## config.mk

```make
export PLATFORM = sky130hd
export DESIGN_NAME = multiplier
export DESIGN_NICKNAME = d
export VERILOG_FILES = /design/src/rtl/multiplier_pkg.sv /design/src/rtl/multiplier_datapath.sv /design/src/rtl/multiplier.sv
export SDC_FILE = /design/constraint.sdc
export NUM_CORES = 1
export LEC_CHECK = 0
export ABC_AREA = 0
export BUFFER_PORTS_ARGS = -buffer_cell sky130_fd_sc_hd__buf_4
export CAP_MARGIN = 20
export CORE_UTILIZATION = 53
export CTS_BUF_LIST = sky130_fd_sc_hd__clkbuf_4 sky130_fd_sc_hd__clkbuf_8
export DETAILED_ROUTE_END_ITERATION = 16
export PLACE_DENSITY = 0.81
export SLEW_MARGIN = 20
export SYNTH_ARGS = -nofsm -noshare
export SYNTH_HDL_FRONTEND = slang
export SYNTH_SLANG_ARGS = --single-unit
```

## constraint.sdc

```tcl
create_clock -name clk -period 2.75 [get_ports clk]
set_clock_uncertainty 0.05 [all_clocks]
set_input_delay 0.275 -clock clk [delete_from_list [all_inputs] [get_ports clk]]
set_output_delay 0.275 -clock clk [all_outputs]
set_load 0.005 [all_outputs]
```

## src/rtl/multiplier_pkg.sv

```systemverilog
// rtl/multiplier_pkg.sv - shared constants, state type and helpers for the shift-add multiplier
package multiplier_pkg;

  localparam int WIDTH_DEF = 32;
  localparam int CNT_W_DEF = $clog2(WIDTH_DEF + 1);

  typedef enum logic [1:0] {
    IDLE = 2'd0,
    BUSY = 2'd1,
    DONE = 2'd2
  } state_e;

  // Counter must hold the value WIDTH itself, hence the +1.
  function automatic int cnt_width(input int width);
    return $clog2(width + 1);
  endfunction

endpackage

```

## src/rtl/multiplier_datapath.sv

```systemverilog
// rtl/multiplier_datapath.sv - accumulator, shift register, adder and sign fix-up
// Sign handling is only exercised when the top is built with MULTIPLIER_SIGNED_EN.
module multiplier_datapath
  import multiplier_pkg::*;
#(
  parameter int WIDTH = WIDTH_DEF
) (
  input  logic                 clk,
  input  logic                 rst,
  input  logic                 load,
  input  logic                 step,
  input  logic                 signed_op,
  input  logic [WIDTH-1:0]     a,
  input  logic [WIDTH-1:0]     b,
  output logic [2*WIDTH-1:0]   result
);

  logic [WIDTH-1:0]   mcand_q, mcand_d;
  logic [2*WIDTH-1:0] acc_q, acc_d;
  logic               neg_q, neg_d;
  logic [WIDTH:0]     sum;
  logic [2*WIDTH-1:0] shifted;

  always_comb begin
    // Upper half plus optional multiplicand, carry kept in bit WIDTH and shifted in.
    sum     = {1'b0, acc_q[2*WIDTH-1:WIDTH]} + (acc_q[0] ? {1'b0, mcand_q} : '0);
    shifted = {sum, acc_q[WIDTH-1:1]};
    result  = neg_q ? (~shifted + 1'b1) : shifted;

    mcand_d = mcand_q;
    acc_d   = acc_q;
    neg_d   = neg_q;
    if (load) begin
      mcand_d = (signed_op && a[WIDTH-1]) ? (~a + 1'b1) : a;
      acc_d   = {{WIDTH{1'b0}}, ((signed_op && b[WIDTH-1]) ? (~b + 1'b1) : b)};
      neg_d   = signed_op & (a[WIDTH-1] ^ b[WIDTH-1]);
    end else if (step) begin
      acc_d   = shifted;
    end
  end

  always_ff @(posedge clk) begin
    if (rst) begin
      mcand_q <= '0;
      acc_q   <= '0;
      neg_q   <= 1'b0;
    end else begin
      mcand_q <= mcand_d;
      acc_q   <= acc_d;
      neg_q   <= neg_d;
    end
  end

endmodule

```

## src/rtl/multiplier.sv

```systemverilog
// rtl/multiplier.sv - iterative shift-add multiplier with start/done handshake
// Optional signed mode (signed_op port) enabled by MULTIPLIER_SIGNED_EN.
module multiplier
  import multiplier_pkg::*;
#(
  parameter int WIDTH = WIDTH_DEF
) (
  input  logic                 clk,
  input  logic                 rst,
  input  logic                 start,
  input  logic [WIDTH-1:0]     a,
  input  logic [WIDTH-1:0]     b,
`ifdef MULTIPLIER_SIGNED_EN
  input  logic                 signed_op,
`endif
  output logic                 busy,
  output logic                 done,
  output logic [2*WIDTH-1:0]   product
);

  localparam int CW = cnt_width(WIDTH);

  state_e             state_q;
  logic [CW-1:0]      cnt_q;
  logic               busy_q;
  logic               done_q;
  logic [2*WIDTH-1:0] product_q;
  logic [2*WIDTH-1:0] result;
  logic               accept;
  logic               step;
  logic               sop;

`ifdef MULTIPLIER_SIGNED_EN
  assign sop = signed_op;
`else
  assign sop = 1'b0;
`endif

  assign accept = start && (state_q != BUSY);
  assign step   = (state_q == BUSY);

  multiplier_datapath #(.WIDTH(WIDTH)) u_datapath (
    .clk       (clk),
    .rst       (rst),
    .load      (accept),
    .step      (step),
    .signed_op (sop),
    .a         (a),
    .b         (b),
    .result    (result)
  );

  always_ff @(posedge clk) begin
    if (rst) begin
      state_q   <= IDLE;
      cnt_q     <= '0;
      busy_q    <= 1'b0;
      done_q    <= 1'b0;
      product_q <= '0;
    end else begin
      case (state_q)
        IDLE, DONE: begin
          done_q <= 1'b0;
          if (start) begin
            state_q <= BUSY;
            cnt_q   <= CW'(WIDTH);
            busy_q  <= 1'b1;
          end else begin
            state_q <= IDLE;
          end
        end
        BUSY: begin
          cnt_q <= cnt_q - 1'b1;
          // Last iteration: the datapath's combinational result already includes it.
          if (cnt_q == CW'(1)) begin
            state_q   <= DONE;
            busy_q    <= 1'b0;
            done_q    <= 1'b1;
            product_q <= result;
          end
        end
        default: state_q <= IDLE;
      endcase
    end
  end

  assign busy    = busy_q;
  assign done    = done_q;
  assign product = product_q;

endmodule

```

; ---- Word level (Yosys, flattened, before mapping)
; Cells that the tools add are included.
[word_totals]
register_bits = 170
in_bits = 67
output_inout_bits = 66
word_cells = 39
[classes]
addsub = 2
eq_ne = 6
n_mux = 13
reduce_logical = 10
[ops]
columns = operator, count
row1 = two-way mux 32 bit, 3
row2 = adder 32 x 32 -> 33 bit, 1
row3 = one-hot mux 6 bit (2 select lines), 1
row4 = "== test 6 x 1 -> 1 bit, second input constant", 1
row5 = two-way mux 6 bit, 1
row6 = AND reduction 2 bit, 3
row7 = "subtractor 6 x 1 -> 6 bit, second input constant", 1
row8 = two-way mux 1 bit, 4
row9 = "!= test 2 x 1 -> 1 bit, second input constant", 2
row10 = one-hot mux 1 bit (2 select lines), 2
row11 = one-hot mux 2 bit (2 select lines), 1
row12 = nonzero test 2 bit, 2
row13 = OR reduction 2 bit, 2
row14 = AND reduction 3 bit, 1
row15 = "== test 2 x 1 -> 1 bit, second input constant", 1
row16 = "== test 2 bit, second input constant", 1
row17 = zero test 2 bit, 1
row18 = two-way mux 2 bit, 1
row19 = "!= test 2 bit, second input constant", 1
row20 = logical AND 1 bit, 1

; ---- Depth between registers and ports, before layout
[depth]
ltp_word = 4
mapped_depth = 12
ltp_nobuf = 11

; ---- By module
; From an unflattened synthesis, not the netlist that was laid out.
[unflattened]
cells_unflattened = 1430
hier_area_um2 = 11857.6
[modules_own_cells]
columns = mod, instances, cells_per_inst, area_per_inst_um2, seq_area_each_um2
row1 = multiplier_datapath, 1, 1093, 8474.4, 1941.9
row2 = multiplier, 1, 337, 3383.2, 1481.4

; ---- Least setup slack after synthesis
; OpenSTA, ideal clock, no wires.
[synth_timing]
path_type = register to register
start = register u_datapath.acc_q[0]
end = register u_datapath.acc_q[62]
setup_time_ns = 0.062
t_arrival_ns = 2.786
required_ns = 2.638
path_slack_ns = -0.148
stages_incl_launch_ff = 12
path_buffers = 1
path_cell_list = dfxtp_1 -> clkbuf_1 -> and2_1 -> ha_1 -> and2_4 -> a221oi_2 -> a311oi_2 -> o21a_4 -> a311oi_4 -> nor3b_2 -> or4_1 -> nand3_1
[synth_via]
elab_chain_cells = 2
[synth_rtl]
columns = item, line
row1 = from (decl), multiplier_datapath.sv:19  ; logic [2*WIDTH-1:0] acc_q, acc_d;
row2 = from (signal assigned), multiplier_datapath.sv:45  ; acc_q <= '0;
row3 = from (signal assigned), multiplier_datapath.sv:49  ; acc_q <= acc_d;
row4 = two-way mux 32 bit, multiplier_datapath.sv:26  ; sum = {1'b0, acc_q[2*WIDTH-1:WIDTH]} + (acc_q[0] ? {1'b0, mcand_q} : '0);
row5 = adder 32 x 32 -> 33 bit, multiplier_datapath.sv:26
; No other way between the ends.
; A chain may end at the register's enable or synchronous reset.

; ---- Worst setup path in the final report
; Same ends and word-level chain as after synthesis.

==> flow_summary.json <==
{
  "outcome": "complete, but fails checks",
  "violations": "negative setup slack",
  "clk_path_buf_depth": 2,
  "p_per_area_nw_per_um2": 460,
  "synth_seq_area_share_pct": 41.1,
  "clk_pin_slew_ns": 0.10,
  "worstSetupStartpointType": "flop",
  "worst-setup-path-type": "reg2reg",
  "num-fill-cells": 1119,
  "hold_path.class": "in2reg",
  "synth_top_area_share_pct": 41.1,
  "end_kind": "flop",
  "syn_area_per_cell_um2": 7.96,
  "grt_overflow": 0,
  "root_buffer": "clkbuf_8",
  "place.gp.congestion": 0.891,
  "arrival_ns": 3.34,
  "max_stage_delay_ns": 0.41,
  "hold_viol_final": 0,
  "ir_worst_vdd_uv": 545,
  "async_reset_ff_share_pct": 0,
  "clock.fmax_mhz": 337,
  "pre_cts_ws_ns": -0.164,
  "slew_headroom_pct": 52.8,
  "most-common-layout-cells": "buf_4 (223), nand2_1 (213), dfxtp_1 (169)",
  "cts_buffers": 17,
  "drt_wl_total_mm": 24.5,
  "floorplan.rows": 45,
  "cts_tree": "done",
  "die_height_um": 127,
  "finish.utilization_pct": 74.0,
  "grt_max_degree": 71,
  "antenna_found_initial": 0,
  "ff2ff_path_depth": 12,
  "leakage_nw": 4.69,
  "drtIter0Drc": 570,
  "drc": 0,
  "ys_warn_count": 0,
  "core-area_um2": 15200,
  "report.final.slew_viol_count": 0,
  "grt.total_usage_pct": 28.7,
  "ant_nets": 0,
  "worst_pin_slew_ns": 0.708,
  "grt_pass1_vias": 7777,
  "routedWlPerCell_um": 17.0,
  "synthToLayoutAreaGrowth_pct": 35.9,
  "via_per_inst": 5.68,
  "insertion_delay_ns": 0.48,
  "htreeDepth": 4,
  "tns_ns": -1.96,
  "final_nets": 1339,
  "setup_viol": 21,
  "synth_top_cell_by_area": "dfxtp_1",
  "synth_area_leaders": "dfxtp_1 (41%), nand2_1 (9.7%), a21oi_1 (8.0%)",
  "fin_ws_ns": -0.217,
  "cts.sinks": 170,
  "report.power.total_w": 0.00518,
  "period_minus_slack_ns": 2.97,
  "antenna_cells": 0,
  "die_area_um2": 16100,
  "syn-cell-area_um2": 8280,
  "grt_pass1_wl_mm": 37.0,
  "firstDrtPassIters": 5,
  "synth_seq_cells": 170,
  "rsz0062_at_grt": "yes",
  "die_w_um": 127,
  "path_cells": "buf_12 -> and2_1 -> ha_4 -> buf_4 -> nand4_1 -> a211oi_1 -> or3_1 -> o21a_4 -> a311oi_4 -> nor3b_2 -> or4_1 -> nand3_1",
  "drive_gt1_share_pct": 28.6,
  "initial_core_util_pct": 54.5,
  "synth-edff-count": 0,
  "post-route-period-util_pct": 108,
  "syn_inst": 1040,
  "dpl.hpwl_mm": 15.4,
  "whs_path_depth": 3,
  "syn-num-nets": 1142,
  "portBuffers": 132,
  "synthDistinctLibCells": 57,
  "ys.flop_type": "dfxtp_1",
  "num_io_pins": 133,
  "drv_cap": 0,
  "cpMaxStageDelayCell": "or3_1",
  "final_common_cell": "buf_4",
  "num_vias": 8174,
  "required_ns": 3.13,
  "crit_path_max_fanout": 6
}
==> worst max-delay path, delay by kind of cell (launching register included) <==
family | cells | cell delay [ns]
and+or+nand+nor | 6 | 1.34
AOI/OAI and AO/OA | 3 | 0.63
DFF | 1 | 0.39
buffers and inverters | 2 | 0.28
adders and majority gates | 1 | 0.23
==> cells in the mapped netlist, types with 3 or more instances <==
cell,n
o21bai_1,6
a211oi_1,46
o21a_1,3
nand3b_1,5
dfxtp_1,170
nor3b_1,3
a211o_1,3
nor2b_1,4
nand2b_1,5
nand2_1,214
and2_1,38
mux2i_1,34
a21oi_1,132
nand3_1,24
inv_1,10
o211ai_1,4
nor3_1,19
or3_1,5
nor2_1,86
buf_1,8
xor2_1,12
buf_2,3
clkbuf_1,61
ha_1,34
o21ai_0,33
a31oi_1,3
nand4_1,4
and3_1,3
a21o_1,19
xnor2_1,15
==> final cells by class <==
type,count,area (µm²),share of cell area (%)
multi-input cells,788,5180,46.0
repair buffers,250,1990,17.6
well taps,188,235,2.09
flip-flops and latches,170,3410,30.3
clock buffers,18,248,2.20
inverters,10,37.5,0.334
clock inverters,14,159,1.41
==> power by group <==
group	total, W	leakage (nW)	internal [W]	switching (W)
Sequential	0.00265	1.39	0.00257	0.0000830
Clock	0.00184	0.200	0.000851	0.000989
Combinational	0.000687	3.11	0.000311	0.000377
Total	0.00518	4.69	0.00373	0.00145
==> metal layers <==
metal	vias up	part of all wire [%]	global-route usage, %
met5	-	0	0
met4	0	3.0	11.6
met3	63	4.7	5.15
met2	261	49	49.2
met1	3864	43	35.8
li1	3986	-	-
==> through the flow <==
step | cell area (µm²) | hold WS (ns) | std cells
floorplan | 8370 | 0.361 | 1040
global placement | 9930 | 0.388 | 1365
detailed placement | 9930 | 0.394 | 1365
CTS | 10800 | 0.000697 | 1426
global route | 11300 | 0.00419 | 1438
finish | 11300 | 0.00717 | 1438
==> cell families (layout without fill, tap and decap cells) <==
kind of cell	after synthesis	in the layout	share of synthesized area, %
AND/OR/NAND/NOR	421	421	22.4
flip-flops	170	170	41.1
AO/OA/AOI/OAI	271	271	20.3
adder cells (fa/ha/maj)	35	35	5.38
XOR/XNOR	27	27	2.86
buffers and inverters	82	292	3.76
multiplexers	34	34	4.11
==> timing repair <==
item | in CTS | in global routing
hold endpoints to repair | 22 | 1
gates cloned | 0 | 2
resized for setup | 39 | 66
buffers inserted | 7 | 9
endpoints found under the setup margin | 36 | 43
hold buffers | 22 | 1
pin swaps | 18 | 38
==> final timing paths <==
kind / start / endpoint / slack (ns)
setup / recovery: u_datapath.acc_q[0]$_SDFFE_PP0P_ / u_datapath.acc_q[62]$_SDFFE_PP0P_ / -0.22
setup reg to reg: u_datapath.acc_q[0]$_SDFFE_PP0P_ / u_datapath.acc_q[62]$_SDFFE_PP0P_ / -0.22
hold / removal: a[14] / u_datapath.mcand_q[14]$_SDFFE_PP0P_ / 0.007
hold reg to reg: u_datapath.mcand_q[28]$_SDFFE_PP0P_ / u_datapath.mcand_q[28]$_SDFFE_PP0P_ / 0.41
==> flip-flops by register name (all words and copies together) (netlist names) <==
signal and flops:
product 64, u_datapath.acc_q 64, u_datapath.mcand_q 32, cnt_q 6
state_q 2, busy 1, done 1
No activity file was read; power rests on OpenSTA's default activity.
